$ cat config.mk
export PLATFORM = sky130hd
export DESIGN_NAME = cache_mem_arbiter_flat
export DESIGN_NICKNAME = d
export VERILOG_FILES = /design/src/rtl/cache_mem_arbiter_if.sv /design/src/rtl/cache_mem_arbiter.sv /design/src/flat_wrapper.sv
export SDC_FILE = /design/constraint.sdc
export NUM_CORES = 1
export LEC_CHECK = 0
export ABC_AREA = 1
export CAP_MARGIN = 20
export CORE_MARGIN = 3
export CORE_UTILIZATION = 43
export DETAILED_ROUTE_END_ITERATION = 16
export PLACE_DENSITY_LB_ADDON = 0.2
export SYNTH_ARGS = -nofsm -noshare
export SYNTH_HDL_FRONTEND = slang
export SYNTH_SLANG_ARGS = --single-unit
$ cat constraint.sdc
create_clock -name clk -period 6.7 [get_ports clk]
set_input_delay 1.34 -clock clk [delete_from_list [all_inputs] [get_ports clk]]
set_output_delay 1.34 -clock clk [all_outputs]
set_load 0.02 [all_outputs]
$ cat src/rtl/cache_mem_arbiter_if.sv
// One cache-side 4-word burst port: request/address/write data in, read data/offset/ready back.
interface cache_mem_arbiter_if #(
    parameter int ADDR_W = 32,
    parameter int DATA_W = 16
);
    logic              mem_req;
    logic              mem_wren;
    logic [ADDR_W-1:0] mem_address;
    logic [DATA_W-1:0] to_mem;
    logic [DATA_W-1:0] from_mem;
    logic [1:0]        mem_offset;
    logic              mem_ready;

    modport master (
        output mem_req, mem_wren, mem_address, to_mem,
        input  from_mem, mem_offset, mem_ready
    );

    modport slave (
        input  mem_req, mem_wren, mem_address, to_mem,
        output from_mem, mem_offset, mem_ready
    );
endinterface

$ cat src/rtl/cache_mem_arbiter.sv
// Two-cache (A = icache, B = dcache) arbiter onto a single burst-of-4 SDRAM command/data port.
// Optional MEMARB_ROUND_ROBIN_EN replaces fixed B-over-A priority with alternating tie-break.
module cache_mem_arbiter #(
    parameter int ADDR_W = 32,
    parameter int DATA_W = 16
) (
    input  logic              clk,
    input  logic              rst,
    cache_mem_arbiter_if.slave a_port,
    cache_mem_arbiter_if.slave b_port,
    output logic              sd_cmd_valid,
    input  logic              sd_cmd_ready,
    output logic              sd_cmd_wren,
    output logic [ADDR_W-1:0] sd_cmd_addr,
    input  logic              sd_wr_next,
    output logic [DATA_W-1:0] sd_wdata,
    input  logic              sd_rd_valid,
    input  logic [DATA_W-1:0] sd_rd_data,
    output logic              err
);
    typedef enum logic [2:0] {
        S_IDLE, S_WDRAIN, S_WCAPT, S_WCMD, S_WDATA, S_RCMD, S_RDATA
    } state_t;

    state_t state_q, state_d;
    logic [1:0]        cnt_q, cnt_d;
    logic              gnt_q;
    logic [ADDR_W-1:0] gaddr_q;
    logic              rrdy_q, rlast_q, err_q;
    logic [1:0]        roff_q;
    logic [DATA_W-1:0] rdata_q;

    logic [1:0]        req_w, wren_in_w, pend_w, srv_w, wren_w;
    logic [ADDR_W-1:0] addr_in_w [2];
    logic [ADDR_W-1:0] addr_w    [2];
    logic [DATA_W-1:0] to_mem_w  [2];
    logic [DATA_W-1:0] wbuf_w    [4];
    logic              grant_w, gsel_w, done_w, rbeat_w, drain_w, cap_en_w, proto_err_w;
    logic [1:0]        glow_w, cap_idx_w;

    assign req_w        = {b_port.mem_req, a_port.mem_req};
    assign wren_in_w    = {b_port.mem_wren, a_port.mem_wren};
    assign addr_in_w[0] = a_port.mem_address;
    assign addr_in_w[1] = b_port.mem_address;
    assign to_mem_w[0]  = a_port.to_mem;
    assign to_mem_w[1]  = b_port.to_mem;

    assign glow_w  = gaddr_q[1:0];
    assign drain_w = (state_q == S_WDRAIN);
    assign rbeat_w = (state_q == S_RDATA) && sd_rd_valid;
    // Last mem_ready-high cycle of the served port; it may take a new request one cycle later.
    assign done_w  = (drain_w && cnt_q == 2'd3) || rlast_q;
    assign grant_w = (state_q == S_IDLE) && (pend_w != 2'b00);

`ifdef MEMARB_ROUND_ROBIN_EN
    logic last_q;
    always_ff @(posedge clk) begin
        if (rst)          last_q <= 1'b0;
        else if (grant_w) last_q <= gsel_w;
    end
    assign gsel_w = (pend_w == 2'b11) ? ~last_q : pend_w[1];
`else
    assign gsel_w = pend_w[1];
`endif

    genvar gi;
    generate
        for (gi = 0; gi < 2; gi++) begin : g_port
            logic              pend_q, srv_q, wren_q;
            logic [ADDR_W-1:0] addr_q;
            always_ff @(posedge clk) begin
                if (rst) begin
                    pend_q <= 1'b0;
                    srv_q  <= 1'b0;
                    wren_q <= 1'b0;
                    addr_q <= '0;
                end else begin
                    if (!pend_q && !srv_q && req_w[gi]) begin
                        pend_q <= 1'b1;
                        wren_q <= wren_in_w[gi];
                        addr_q <= addr_in_w[gi];
                    end
                    if (grant_w && gsel_w == 1'(gi)) begin
                        pend_q <= 1'b0;
                        srv_q  <= 1'b1;
                    end
                    if (srv_q && gnt_q == 1'(gi) && done_w) srv_q <= 1'b0;
                end
            end
            assign pend_w[gi] = pend_q;
            assign srv_w[gi]  = srv_q;
            assign wren_w[gi] = wren_q;
            assign addr_w[gi] = addr_q;
        end
    endgenerate

    // Cache write data lags its offset by one cycle, so word k lands while offset k+1 is shown.
    assign cap_en_w  = (drain_w && cnt_q != 2'd0) || (state_q == S_WCAPT);
    assign cap_idx_w = glow_w ^ ((state_q == S_WCAPT) ? 2'd3 : cnt_q - 2'd1);

    generate
        for (gi = 0; gi < 4; gi++) begin : g_wbuf
            logic [DATA_W-1:0] word_q;
            always_ff @(posedge clk) begin
                if (cap_en_w && cap_idx_w == 2'(gi)) word_q <= to_mem_w[gnt_q];
            end
            assign wbuf_w[gi] = word_q;
        end
    endgenerate

    always_comb begin
        state_d = state_q;
        cnt_d   = cnt_q;
        unique case (state_q)
            S_IDLE: begin
                cnt_d = 2'd0;
                if (grant_w) state_d = wren_w[gsel_w] ? S_WDRAIN : S_RCMD;
            end
            S_WDRAIN: begin
                cnt_d = cnt_q + 2'd1;
                if (cnt_q == 2'd3) state_d = S_WCAPT;
            end
            S_WCAPT: begin
                cnt_d   = 2'd0;
                state_d = S_WCMD;
            end
            S_WCMD:  if (sd_cmd_ready) state_d = S_WDATA;
            S_WDATA: if (sd_wr_next) begin
                cnt_d = cnt_q + 2'd1;
                if (cnt_q == 2'd3) state_d = S_IDLE;
            end
            S_RCMD:  if (sd_cmd_ready) state_d = S_RDATA;
            S_RDATA: if (sd_rd_valid) begin
                cnt_d = cnt_q + 2'd1;
                if (cnt_q == 2'd3) state_d = S_IDLE;
            end
            default: state_d = S_IDLE;
        endcase
    end

    assign proto_err_w = ((state_q == S_RDATA) && !sd_rd_valid && cnt_q != 2'd0)
                       || (sd_rd_valid && state_q != S_RDATA)
                       || (sd_wr_next && state_q != S_WDATA);

    always_ff @(posedge clk) begin
        if (rst) begin
            state_q <= S_IDLE;
            cnt_q   <= 2'd0;
            gnt_q   <= 1'b0;
            gaddr_q <= '0;
            rrdy_q  <= 1'b0;
            rlast_q <= 1'b0;
            roff_q  <= 2'd0;
            rdata_q <= '0;
            err_q   <= 1'b0;
        end else begin
            state_q <= state_d;
            cnt_q   <= cnt_d;
            if (grant_w) begin
                gnt_q   <= gsel_w;
                gaddr_q <= addr_w[gsel_w];
            end
            rrdy_q  <= rbeat_w;
            rlast_q <= rbeat_w && cnt_q == 2'd3;
            rdata_q <= rbeat_w ? sd_rd_data : '0;
            // Beats arrive in wrap order from the critical word; map back to the cache's XOR offset.
            roff_q  <= rbeat_w ? (glow_w ^ (glow_w + cnt_q)) : 2'd0;
            if (proto_err_w) err_q <= 1'b1;
        end
    end

    assign sd_cmd_valid = (state_q == S_WCMD) || (state_q == S_RCMD);
    assign sd_cmd_wren  = (state_q == S_WCMD);
    assign sd_cmd_addr  = (state_q == S_WCMD) ? {gaddr_q[ADDR_W-1:2], 2'b00} :
                          (state_q == S_RCMD) ? gaddr_q : '0;
    assign sd_wdata     = (state_q == S_WDATA) ? wbuf_w[cnt_q] : '0;
    assign err          = err_q;

    assign a_port.mem_ready  = !gnt_q && (drain_w || rrdy_q);
    assign a_port.mem_offset = gnt_q ? 2'd0 : (drain_w ? cnt_q : roff_q);
    assign a_port.from_mem   = gnt_q ? '0 : rdata_q;
    assign b_port.mem_ready  = gnt_q && (drain_w || rrdy_q);
    assign b_port.mem_offset = !gnt_q ? 2'd0 : (drain_w ? cnt_q : roff_q);
    assign b_port.from_mem   = !gnt_q ? '0 : rdata_q;
endmodule
$ cat src/flat_wrapper.sv
// flat-port wrapper written by rule: the top's interface ports become plain ports
module cache_mem_arbiter_flat 
#(
    parameter int ADDR_W = 32,
    parameter int DATA_W = 16
)
  (clk, rst, sd_cmd_valid, sd_cmd_ready, sd_cmd_wren, sd_cmd_addr, sd_wr_next, sd_wdata, sd_rd_valid, sd_rd_data, err, a_port_mem_req, a_port_mem_wren, a_port_mem_address, a_port_to_mem, a_port_from_mem, a_port_mem_offset, a_port_mem_ready, b_port_mem_req, b_port_mem_wren, b_port_mem_address, b_port_to_mem, b_port_from_mem, b_port_mem_offset, b_port_mem_ready);
  cache_mem_arbiter_if #(.ADDR_W(ADDR_W), .DATA_W(DATA_W)) a_port_i ();
  cache_mem_arbiter_if #(.ADDR_W(ADDR_W), .DATA_W(DATA_W)) b_port_i ();
  input  logic clk;
  input  logic rst;
  output logic sd_cmd_valid;
  input  logic sd_cmd_ready;
  output logic sd_cmd_wren;
  output logic [ADDR_W-1:0] sd_cmd_addr;
  input  logic sd_wr_next;
  output logic [DATA_W-1:0] sd_wdata;
  input  logic sd_rd_valid;
  input  logic [DATA_W-1:0] sd_rd_data;
  output logic err;
  input wire logic [$bits(a_port_i.mem_req)-1:0] a_port_mem_req;
  input wire logic [$bits(a_port_i.mem_wren)-1:0] a_port_mem_wren;
  input wire logic [$bits(a_port_i.mem_address)-1:0] a_port_mem_address;
  input wire logic [$bits(a_port_i.to_mem)-1:0] a_port_to_mem;
  output wire logic [$bits(a_port_i.from_mem)-1:0] a_port_from_mem;
  output wire logic [$bits(a_port_i.mem_offset)-1:0] a_port_mem_offset;
  output wire logic [$bits(a_port_i.mem_ready)-1:0] a_port_mem_ready;
  input wire logic [$bits(b_port_i.mem_req)-1:0] b_port_mem_req;
  input wire logic [$bits(b_port_i.mem_wren)-1:0] b_port_mem_wren;
  input wire logic [$bits(b_port_i.mem_address)-1:0] b_port_mem_address;
  input wire logic [$bits(b_port_i.to_mem)-1:0] b_port_to_mem;
  output wire logic [$bits(b_port_i.from_mem)-1:0] b_port_from_mem;
  output wire logic [$bits(b_port_i.mem_offset)-1:0] b_port_mem_offset;
  output wire logic [$bits(b_port_i.mem_ready)-1:0] b_port_mem_ready;
  assign a_port_i.mem_req = a_port_mem_req;
  assign a_port_i.mem_wren = a_port_mem_wren;
  assign a_port_i.mem_address = a_port_mem_address;
  assign a_port_i.to_mem = a_port_to_mem;
  assign a_port_from_mem = a_port_i.from_mem;
  assign a_port_mem_offset = a_port_i.mem_offset;
  assign a_port_mem_ready = a_port_i.mem_ready;
  assign b_port_i.mem_req = b_port_mem_req;
  assign b_port_i.mem_wren = b_port_mem_wren;
  assign b_port_i.mem_address = b_port_mem_address;
  assign b_port_i.to_mem = b_port_to_mem;
  assign b_port_from_mem = b_port_i.from_mem;
  assign b_port_mem_offset = b_port_i.mem_offset;
  assign b_port_mem_ready = b_port_i.mem_ready;
  cache_mem_arbiter #(.ADDR_W(ADDR_W), .DATA_W(DATA_W)) u_core (.clk(clk), .rst(rst), .a_port(a_port_i), .b_port(b_port_i), .sd_cmd_valid(sd_cmd_valid), .sd_cmd_ready(sd_cmd_ready), .sd_cmd_wren(sd_cmd_wren), .sd_cmd_addr(sd_cmd_addr), .sd_wr_next(sd_wr_next), .sd_wdata(sd_wdata), .sd_rd_valid(sd_rd_valid), .sd_rd_data(sd_rd_data), .err(err));
endmodule
==> results of run 1 <==
synthesized netlist by cell type:
library cell  instances
clkinv_2              1
a31oi_1              34
xnor2_1               2
o21ai_0             102
buf_6                 6
o21ai_2               1
nand3_2               1
buf_2                15
nor2_4                3
nand2_4               1
xor2_1                2
nor2_1              288
inv_1                96
nand2b_1              1
buf_1                 1
dfxtp_1             129
clkbuf_1             28
nand3_4               1
nand4_1               3
or2_2                 1
a21oi_1              28
nand3_1               8
buf_4                 7
nor2_2                3
clkbuf_4              1
clkinv_1              2
inv_2                 3
edfxtp_1             64
nand2_1             187
a211oi_1              1
o21bai_1              1
nand2_2               1
ha_1                  3
state kept, by name (all words and copies together) (netlist names):
name                  flops
u_core.g_wbuf.word_q     64
u_core.g_port.srv_q       2
u_core.cnt_q              2
u_core.g_port.addr_q     64
u_core.g_port.wren_q      2
u_core.gaddr_q           32
u_core.roff_q             2
u_core.state_q            3
u_core.gnt_q              1
u_core.rrdy_q             1
u_core.err                1
u_core.rdata_q           16
u_core.rlast_q            1
u_core.g_port.pend_q      2
tightest hold or removal path, stage by stage, from the launching register on:
cell and delay (ps):
dfxtp_1 330, inv_2 50, a21oi_1 50
layout make-up:
type / instances / area, um^2 / area share [%]
repair buffers: 222 / 2260 / 20.5
well taps: 229 / 287 / 2.61
multi-input cells: 672 / 2910 / 26.5
clock inverters: 14 / 223 / 2.03
clock buffers: 18 / 429 / 3.90
inverters: 102 / 384 / 3.49
flip-flops and latches: 193 / 4510 / 41.0
worst min-delay path by stage:
stage	start	to	slack [ps]	depth (start not counted)
after floorplan	u_core.g_port[1].srv_q	u_core.g_port[1].srv_q	430	1
after global placement	u_core.g_port[1].srv_q	u_core.g_port[1].srv_q	450	1
after CTS	u_core.g_port[0].pend_q	u_core.g_port[0].pend_q	470	2
final	u_core.g_port[0].pend_q	u_core.g_port[0].pend_q	470	2
after detailed placement	u_core.g_port[0].pend_q	u_core.g_port[0].pend_q	450	2
after global routing	u_core.g_port[0].pend_q	u_core.g_port[0].pend_q	490	2
power groups by stage:
stage | Sequential [mW] | Combinational, mW | Clock (mW)
after floorplan | 1.51 | 0.732 | 0
after global placement | 1.58 | 0.967 | 0
after detailed placement | 1.58 | 1.01 | 0
after CTS | 1.56 | 1.02 | 1.14
after global routing | 1.58 | 1.14 | 1.18
final | 1.56 | 1.01 | 1.12
layer usage:
metal	vias to the layer above	share of wire [%]	track usage [%]
met4	2	1.5	5.75
met2	165	48	34.5
li1	3590	-	-
met5	-	0.062	0
met3	23	6.3	5.66
met1	3127	44	26.0
stage by stage:
| step | hold WS [ps] | cell area (um^2) | total power [mW] | setup WS, ps |
|---|---|---|---|---|
| after detailed placement | 455 | 10300 | 2.60 | 2560 |
| after global placement | 449 | 10200 | 2.54 | 2690 |
| final | 475 | 11000 | 3.69 | 2160 |
| after CTS | 466 | 11000 | 3.71 | 2100 |
| after floorplan | 433 | 8110 | 2.24 | 3980 |
| after global routing | 491 | 11000 | 3.91 | 1790 |
logic make-up after synthesis:
family / share of synthesized area, %
AOI/OAI and AO/OA: 10.9
xor gates and xnor gates: 0.432
adders and majority gates: 0.463
buffers and inverters: 8.58
DFF: 55.5
and+or+nand+nor: 24.1
==> run summary, run 1 <==
The maximum resistive drop on vdd came out at 0.275 mV. The total of flip-flops plus latches after synthesis is 193. The count of vias placed by the detailed router is 6907.

The number of distinct library cells after synthesis is 33. For this design the static power due to leakage is 4.24 nW. The library cell used most frequently in the layout, excluding fill and tap cells, is nor2_1. By startpoint and endpoint, the worst setup path is classified as reg2out. The highest achievable clock rate came out at 220 MHz. The count of antenna-violating nets left after detailed routing came out at 0. The H-tree was split into 4 levels. The number of buffers on the longest clock path came out at 2. The destination of the critical timing path is sd_wdata[0]. The DRC violation count after routing came out at 0.

Synthesis produced a netlist whose cell count is just over 1000. The critical-path cell with the highest stage delay is dfxtp_1. Counting buffers and inverters, the worst setup path is 5 cells deep. The critical path data arrival time came out at 3200 ps. The signal on the critical path passes through clkinv_1 > nor2_1 > o21ai_0 > a21oi_1 > clkdlybuf4s50_1.

The combinational group share of total power came out at 27.4%. The worst min-delay path category is reg2reg. The setup skew after layout came out at around 8.1 ps.

The setup slack of the worst register-to-register path is 3450 ps. The number of buffers inserted by port buffering is 209. The maximum single-stage delay on the critical path is 830 ps.

Measured against its own limit, the worst slew margin works out to 32.7%. The area share of the largest cell type after synthesis is 31.8%. The count of instances resized after the clock tree is built is 0.

The fraction of layout cells with a size suffix above 1 came out at 4.91%. The die span in x is between 100 and 150 um. Setup repair after global routing left no endpoint under its margin. In this run, the number of DRC markers left after iteration 0 of detailed routing was 385.

The number of buffer and inverter instances along the worst setup path came out at 2. The share of the yosys chip area belonging to registers came out at 55.5%. The largest total area in the synthesized netlist belongs to dfxtp_1. STA puts the critical path data required time at 5360 ps. The critical path starts at u_core.cnt_q[1]. The sort of element at the end of the critical path is a primary output. The total CTS buffers came out at 17. The transition time of the tightest slew-check pin is a little over 1000 ps.

The ratio of total power to cell area came out at 335 nW/um^2. The switching portion of total power is 33.1%. The global-route congestion overflow total is 0.

The half-perimeter wire length after placement is around 14000 um. The die height came out at 143 um. Buffers inserted to repair hold after CTS numbered 0. Clock-pin slew was measured on the worst setup and hold paths at 60 ps. In this run the post-CTS setup repair buffer count came out at 0. The number of sinks handled by clock tree synthesis came out at 193. The post-synthesis instance area came out at 8110 um^2. The first global-routing pass estimated 33300 um of wire. The max-cap violation count came out at 0.

The run finished with clean final reports. The CTS tree is built. The portion of total power attributed to sequential cells is 42.2%. The antenna cell count came out at 0. Sorting the synthesized cells by area gives the leading types as dfxtp_1 32%, edfxtp_1 24%, nor2_1 13%, nand2_1 8.7%, o21ai_0 6.3%. The source of the worst register-to-register timing path is u_core.cnt_q[1]. The number of global-route vias before repair is approximately 6700.

The aggregate routed wire length came out at 20900 um. The final number of setup-violating endpoints is 0. In the routed layout, each cell is associated on average with a via count of 4.76. The count of warnings emitted by yosys is 0.

The total count of hold-check failures in the final report was 0. The kind of cell with the highest combined delay along the critical path is buffers and inverters. The number of placement rows came out at between 40 and 50.

The power dissipated by switching net loads came out at about 1.2 mW. The source-to-sink clock delay at the later pin of the worst-skew pair came out at about 430 ps. The number of pins exceeding their max-slew limit in the final report is 0. The endpoint identified for the worst register-to-register timing path is u_core.g_wbuf[0].word_q[4]. The number of instances in the placed design is approximately 1400. The signed area change from the synthesized netlist to the final layout came out at 35.6%. The post-layout utilization of the core came out at 60.2%.

At the end of the flow, the number of nets in the layout was 1332. The final estimated routing congestion in global placement came out at 0.855. The first TritonRoute pass finished after 4 iterations. Once the floorplan was initialized, standard cells occupied 44.4% of the core. The maximum number of pins on one net before global-route repair is 55. The top fanout value on the critical path is 20.

Global routing used about a fifth of the available tracks. The routed length per instance came out at 14.4 um. In the layout the commonest cells are 288 x nor2_1, 209 x clkdlybuf4s50_1, 187 x nand2_1, 128 x dfxtp_1, 102 x o21ai_0. The share of the clock period used by the worst path came out at around 68%. A synthesized cell averages 7.91 um^2. The number of nets in the synthesized netlist is 1149. The number of cells in the finished layout apart from fillers is 1450. The initial antenna violation count is 1.

STA classifies the critical path startpoint as a register. The fill cell instance count of the final layout came out at 1645. For the worst flop-to-flop path, the logic depth is 7. Cell internal power was estimated by the tool at 2.47 mW. The clock period could shrink to 4540 ps. Per report_power, the clock group accounts for 30.4% of the total. The setup TNS is 0 ps.

The cell sitting at the root of the clock tree is a clkbuf_16. The die covers 20500 um^2. After floorplanning, the core was sized to cover approximately 18000 um^2. 210 I/O pins were placed.
Power figures use the tool's default switching activity.
==> run 2: changes to the inputs <==
- clock period: 6.7 -> 3.9 ns (I/O delays scaled with it)
==> run 2 against run 1 <==
  * Register-to-register slack worse by 2000 ps
  * Cell area shrank 0.56%
  * Combinational power up 72%
  * Setup slack worse by 1800 ps
  * Core utilization is 0.34 points lower
  * Critical endpoint is now sd_cmd_addr[30]
  * First-iteration DRC count shrank 16%
  * Routed wire length is 1.3% lower
  * Critical path depth did not move
  * Worst hold slack got worse by 7.1 ps
  * Clock power up 63%
  * Flip-flop and latch count stayed put
==> run summary, run 2 (same netlist as run 1, synthesis figures left out) <==
The count of antenna-violating nets left after detailed routing is 0 (unchanged). The tightest hold margin is 468 ps (was 475 ps). The total count of hold-check failures in the final report is 0 (unchanged). The count of vias placed by the detailed router is 6957 (was 6907).

The initial antenna violation count came out at 1 (unchanged). The layout net count came out at 1335 (was 1332). The number of placement rows came out at 49 (unchanged). The launch point of the worst hold path is u_core.g_port[0].pend_q (unchanged). The die span in x is 143 um (unchanged).

The number of ports placed on the die boundary is 210 (unchanged). The clock transition at the registers of the reported paths is 70 ps (was 60 ps). The total CTS buffers came to 17 (unchanged).

The number of instances in the placed design is 1421 (was 1417). The shortest period the worst path allows came out at 3560 ps. The number of pins exceeding their max-slew limit in the final report came to 0 (unchanged). The static power due to leakage came out at 4.22 nW (was 4.24 nW). The count of instances resized after the clock tree is built came to 0 (unchanged). Setup repair after global routing missed its margin: no (unchanged). The number of iterations in the first detailed-routing pass was 4 (unchanged). Registers with the most flip-flops: u_core.g_port.addr_q: 64 flops, u_core.g_wbuf.word_q: 64 flops, u_core.gaddr_q: 32 flops (unchanged). The terminating pin of the worst hold path is u_core.g_port[0].pend_q (unchanged). The maximum number of pins on one net before global-route repair was 43 (was 55).

The fill cell instance count of the final layout is 1670 (was 1645). The number of buffers on the longest clock path was 2 (unchanged). Top library cells by usage in the layout, fill and taps aside: 288 x nor2_1, 209 x clkdlybuf4s50_1, 187 x nand2_1, 128 x dfxtp_1, 102 x o21ai_0 (unchanged). The source-to-sink clock delay at the later pin of the worst-skew pair came out at 430 ps (about the same). The DRC violation count after routing is 0 (unchanged). The setup TNS is 0 ps (unchanged). The number of global-route vias before repair is 6697 (was 6653). The signed area change from the synthesized netlist to the final layout was 34.8% (was 35.6%). The die height came out at 143 um (unchanged).

The CTS tree is built (unchanged). The worst min-delay path category is reg2reg (unchanged). The relative slew slack came out at 32.3% (was 32.7%). The source of the worst register-to-register timing path is u_core.cnt_q[1] (unchanged). The final estimated routing congestion in global placement was 0.828 (was 0.855). The standard cell core area is 18300 um^2 (unchanged). The total power after layout is 6.18 mW (was 3.69 mW). The max-cap violation count is 0 (unchanged). The wire length of the first global-routing pass is 33300 um (about the same). The type of element launching the critical path was a register (unchanged).

The number of cells on the worst hold path came out at 2 (unchanged). The effective utilization at floorplan is 44.4% (unchanged). The setup skew after layout came out at 6.76 ps (was 8.12 ps).

The most frequent standard cell in the layout excluding fill and tap cells was nor2_1 (unchanged). The via-per-instance ratio came to 4.79 (was 4.76). Result of the run: completed (unchanged). The antenna cell count is 0 (unchanged).

The area enclosed by the die boundary is 20500 um^2 (unchanged). The ratio of total power to cell area came out at 565 nW/um^2 (was 335 nW/um^2). The transition time of the tightest slew-check pin is 1010 ps (about the same). The sort of element at the end of the critical path is a primary output (unchanged). The startpoint-to-endpoint class of the critical path is reg2out (unchanged). The highest achievable clock rate came out at 281 MHz. The setup slack of the worst register-to-register path is 1410 ps (was 3450 ps). The routed length per instance came out at 14.2 um (was 14.4 um). The iteration-0 DRC count of the detailed router is 323 (was 385). The fraction of layout cells with a size suffix above 1 came out at 5.31% (was 4.91%). The endpoint of the most critical register-to-register path is u_core.g_wbuf[1].word_q[10] (was u_core.g_wbuf[0].word_q[4]). The half-perimeter wire length after placement came out at 13900 um (was 14000 um).

The number of cells in the finished layout apart from fillers came out at 1453 (was 1450). The final number of setup-violating endpoints came out at 0 (unchanged). The deepest level of the CTS H-tree is 4 (unchanged). Dividing the final minimum period by the clock period gives 91.3%.

The quantity of hold-fixing buffers added after cts came out at 0 (unchanged). The top fanout value on the critical path came out at 30 (was 20). The overall routing resource usage is 20.4% (was 20.5%). The root buffer cell is clkbuf_16 (unchanged). The global-route congestion overflow total came out at 0 (unchanged). The aggregate routed wire length is 20600 um (was 20900 um). The number of cell instances on the worst register-to-register path came to 7 (unchanged). The critical path data arrival time is 2780 ps (was 3200 ps). The number of buffers inserted by port buffering is 209 (unchanged). The number of sinks handled by clock tree synthesis is 193 (unchanged). The post-CTS setup buffer count came to 0 (unchanged). The maximum resistive drop on vdd came out at 0.411 mV (was 0.275 mV). The critical path required time came out at 3120 ps (was 5360 ps).
## run 2: changes by cell type in the layout (fill, tap and decap cells not counted)
cell	before	now
buf_12	0	1
buf_16	3	0
buf_4	9	15
buf_8	1	0
bufinv_16	5	3
clkbuf_1	1	0
clkinv_1	3	2
clkinv_4	1	3
clkinvlp_4	0	1
inv_6	5	4
inv_8	1	3
## run 2: area by class of cell
class | count | area [um^2] | share of cell area [%]
clock buffer | 17 | 425 | 3.89
clock inverter | 15 | 198 | 1.81
inverter | 102 | 384 | 3.51
multi-input combinational | 672 | 2910 | 26.6
sequential | 193 | 4510 | 41.2
tap | 229 | 287 | 2.62
timing repair buffer | 225 | 2220 | 20.3
## run 2: power by group
part	total [mW]	switching, mW	internal (mW)
combinational	1.74	1.14	0.601
sequential	2.62	0.169	2.45
clock	1.82	0.785	1.03
## run 2: through the flow
| step | utilization [%] | setup WS [ps] | cell area, um^2 |
|---|---|---|---|
| after floorplan | - | 1260 | 8110 |
| after global placement | 56.4 | 861 | 10300 |
| after detailed placement | 56.4 | 769 | 10300 |
| after CTS | 59.9 | 295 | 10900 |
| after global routing | 59.9 | 20.5 | 10900 |
| final | 59.9 | 338 | 10900 |
## run 2: worst max-delay path, cell delays in order, from the launching register on
cell and delay, ps:
dfxtp_1 650, nand3_1 230, o21ai_2 130, inv_1 450
nor2_1 230, clkdlybuf4s50_1 640
## run 2: per-layer routing
layer  wire length [um]  GRT usage, %
met5                 13             0
met4                264          5.55
met3               1260          5.52
met2              10300          36.0
met1               8780          24.7
## run 2: worst max-delay path by stage
stage,from,endpoint,slack [ps]
global placement,u_core.state_q[2],sd_cmd_addr[26],860
CTS,u_core.state_q[2],sd_cmd_addr[6],300
detailed placement,u_core.state_q[2],sd_cmd_addr[30],770
global route,u_core.state_q[2],sd_cmd_addr[28],20
floorplan,u_core.cnt_q[0],u_core.g_wbuf[0].word_q[0],1260
finish,u_core.state_q[2],sd_cmd_addr[30],340
==> run 3: changes to the inputs <==
- CORE_ASPECT_RATIO: unset -> 2
- CTS_CLUSTER_DIAMETER: unset -> 80
==> run 3 against run 2 <==
  * Power up 0.23%
  * Core utilization decreased by 0.46 points
  * Clock-buffer cell count grew 1
  * Register-to-register slack worse by 20 ps
  * Combinational power about the same
  * Setup slack better by 92 ps
  * Largest power group unchanged
  * Highest routed layer is now met4
==> run summary, run 3 (same netlist as run 1, synthesis figures left out) <==
The wire length of the first global-routing pass is 35100 um (was 33300 um). The source of the worst register-to-register timing path was u_core.cnt_q[1] (unchanged). The critical path data arrival time is 2690 ps (was 2780 ps). The clock transition at the registers of the reported paths was 70 ps (about the same).

The setup slack of the critical path after layout is 430 ps (was 338 ps). The total power after layout came out at 6.20 mW (was 6.18 mW). The initial antenna violation count is 5 (was 1). The overall routing resource usage came to 22.0% (was 20.4%). The transition time of the tightest slew-check pin is 909 ps (was 1010 ps). The setup TNS came out at 0 ps (unchanged). The fraction of layout cells with a size suffix above 1 came out at 5.47% (was 5.31%). The total count of hold-check failures in the final report came out at 0 (unchanged). The relative slew slack came out at 39.2% (was 32.3%).

The final number of setup-violating endpoints is 0 (unchanged). The number of pins exceeding their max-slew limit in the final report is 0 (unchanged). The layout net count is 1336 (was 1335). The highest achievable clock rate came out at 288 MHz (was 281 MHz).

The top fanout value on the critical path was 16 (was 30). The total area of multi-input combinational cells is 2910 um^2 (unchanged). The launching instance or port of the critical path is u_core.state_q[2] (unchanged). The number of buffers inserted by port buffering is 209 (unchanged).

The root buffer cell is clkbuf_16 (unchanged). The cell area after placement is 10300 um^2 (about the same). The routed length per instance is 15.3 um (was 14.2 um). The max-cap violation count came to 0 (unchanged). The tightest hold margin is 470 ps (was 468 ps). The ratio of total power to cell area is 567 nW/um^2 (was 565 nW/um^2). The count of antenna-violating nets left after detailed routing is 0 (unchanged). The number of instances in the placed design is 1408 (was 1421).

The shortest period the worst path allows came out at 3470 ps (was 3560 ps). Cell-by-cell trace of the critical path: nand3_1 > o21ai_2 > inv_1 > buf_8 > nor2_1 > clkdlybuf4s50_1 (was nand3_1 > o21ai_2 > inv_1 > nor2_1 > clkdlybuf4s50_1). The standard cell core area came out at 18400 um^2 (was 18300 um^2). The via-per-instance ratio is 4.85 (was 4.79). The die span in x was 103 um (was 143 um).

Setup repair after global routing missed its margin: no (unchanged). The final estimated routing congestion in global placement came out at 0.802 (was 0.828). The number of iterations in the first detailed-routing pass came to 4 (unchanged). The area enclosed by the die boundary came out at 20600 um^2 (was 20500 um^2). The setup slack of the worst register-to-register path is 1390 ps (was 1410 ps). The destination of the critical timing path is sd_cmd_addr[5] (was sd_cmd_addr[30]). The static power due to leakage was 4.23 nW (was 4.22 nW). The half-perimeter wire length after placement came out at 15600 um (was 13900 um). The source-to-sink clock delay at the later pin of the worst-skew pair is 430 ps (about the same).

The endpoint of the most critical register-to-register path is u_core.g_wbuf[1].word_q[8] (was u_core.g_wbuf[1].word_q[10]). The iteration-0 DRC count of the detailed router is 237 (was 323). The maximum resistive drop on vdd came out at 0.408 mV (was 0.411 mV). Result of the run: completed (unchanged).

The type of element launching the critical path is a register (unchanged). The maximum number of pins on one net before global-route repair came out at 43 (unchanged). The number of placement rows came out at 70 (was 49). The global-route congestion overflow total is 0 (unchanged). The critical path required time came out at 3120 ps (about the same). The CTS tree was built (unchanged). The quantity of hold-fixing buffers added after cts is 0 (unchanged). The maximum single-stage delay on the critical path is 650 ps (about the same).

The fill cell instance count of the final layout came out at 1713 (was 1670). The number of buffers on the longest clock path came out at 2 (unchanged). The number of cells in the finished layout apart from fillers came out at 1446 (was 1453).

The startpoint-to-endpoint class of the critical path is reg2out (unchanged). Top library cells by usage in the layout, fill and taps aside: 288 x nor2_1, 209 x clkdlybuf4s50_1, 187 x nand2_1, 128 x dfxtp_1, 102 x o21ai_0 (unchanged). The sort of element at the end of the critical path is a primary output (unchanged). The kind of cell with the highest combined delay on the critical path is buffers and inverters (unchanged).

The setup skew after layout came out at 11.9 ps (was 6.76 ps). The critical-path cell with the highest stage delay was dfxtp_1 (unchanged). The worst slack after detailed placement came out at 748 ps (was 769 ps). The die height came out at 200 um (was 143 um). The total CTS buffers is 17 (unchanged).

The number of sinks handled by clock tree synthesis is 193 (unchanged). The count of vias placed by the detailed router is 7014 (was 6957). The post-layout utilization of the core is 59.4% (was 59.9%).

The share of the clock period used by the worst path came to 89.0% (was 91.3%). The number of cell instances on the worst register-to-register path came out at 7 (unchanged). The most frequent standard cell in the layout excluding fill and tap cells is nor2_1 (unchanged). Registers with the most flip-flops: u_core.g_port.addr_q: 64 flops, u_core.g_wbuf.word_q: 64 flops, u_core.gaddr_q: 32 flops (unchanged). The number of global-route vias before repair is 6974 (was 6697). The worst min-delay path category is reg2reg (unchanged). The number of buffer and inverter instances along the worst setup path came out at 3 (was 2). The count of instances resized after the clock tree is built is 0 (unchanged).

The deepest level of the CTS H-tree is 4 (unchanged). The number of ports placed on the die boundary is 210 (unchanged). The effective utilization at floorplan is 44.1% (was 44.4%). The cell area after layout came out at 10900 um^2 (about the same).

The DRC violation count after routing is 0 (unchanged). The critical path depth in cells came to 6 (was 5). The post-CTS setup buffer count is 0 (unchanged). The sequential cell area came out at 4510 um^2 (unchanged).

The signed area change from the synthesized netlist to the final layout came out at 34.7% (was 34.8%). The aggregate routed wire length came out at 22100 um (was 20600 um).
==> run 3: cell count changes in the layout (fill, tap and decap cells not counted), moves of 2 or more <==
cell and delta:
diode_2 +5, inv_4 +2, inv_8 -2, clkinv_4 -2, clkinv_2 +2
==> run 3: routing by layer <==
layer  GRT usage (%)  up-vias  wire (um)
met5               0        -          0
met4            9.12        0        497
met3            4.91       24        973
met2            41.5      143      12700
met1            22.1     3238       8010
li1                -     3609          -
==> run 3: layout make-up <==
cell class | instances | share of cell area (%)
clock buffers | 18 | 4.12
diodes | 5 | 0.115
repair buffers | 226 | 20.4
well taps | 216 | 2.47
flip-flops and latches | 193 | 41.2
multi-input cells | 672 | 26.7
inverters | 102 | 3.52
clock inverters | 14 | 1.49
==> run 3: worst min path at each step <==
stage | start | end | cells past startpoint
global route | u_core.g_port[1].srv_q | u_core.g_port[1].srv_q | 1
finish | u_core.g_port[0].pend_q | u_core.g_port[0].pend_q | 2
CTS | u_core.g_port[0].pend_q | u_core.g_port[0].pend_q | 2
global placement | u_core.g_port[0].pend_q | u_core.g_port[0].pend_q | 2
floorplan | u_core.g_port[1].srv_q | u_core.g_port[1].srv_q | 1
detailed placement | u_core.g_port[0].pend_q | u_core.g_port[0].pend_q | 2
==> run 3: report_power, final <==
part | switching [mW] | internal, mW | leakage (nW)
Sequential | 0.174 | 2.46 | 1.64
Combinational | 1.16 | 0.607 | 2.29
Clock | 0.769 | 1.03 | 0.308
Total | 2.11 | 4.09 | 4.23
==> run 3: tightest hold or removal path, delay by kind of cell, from the launching register on <==
kind	cells	cell delay, ps
flops	1	330
compound gates	1	50
buf+inv	1	50
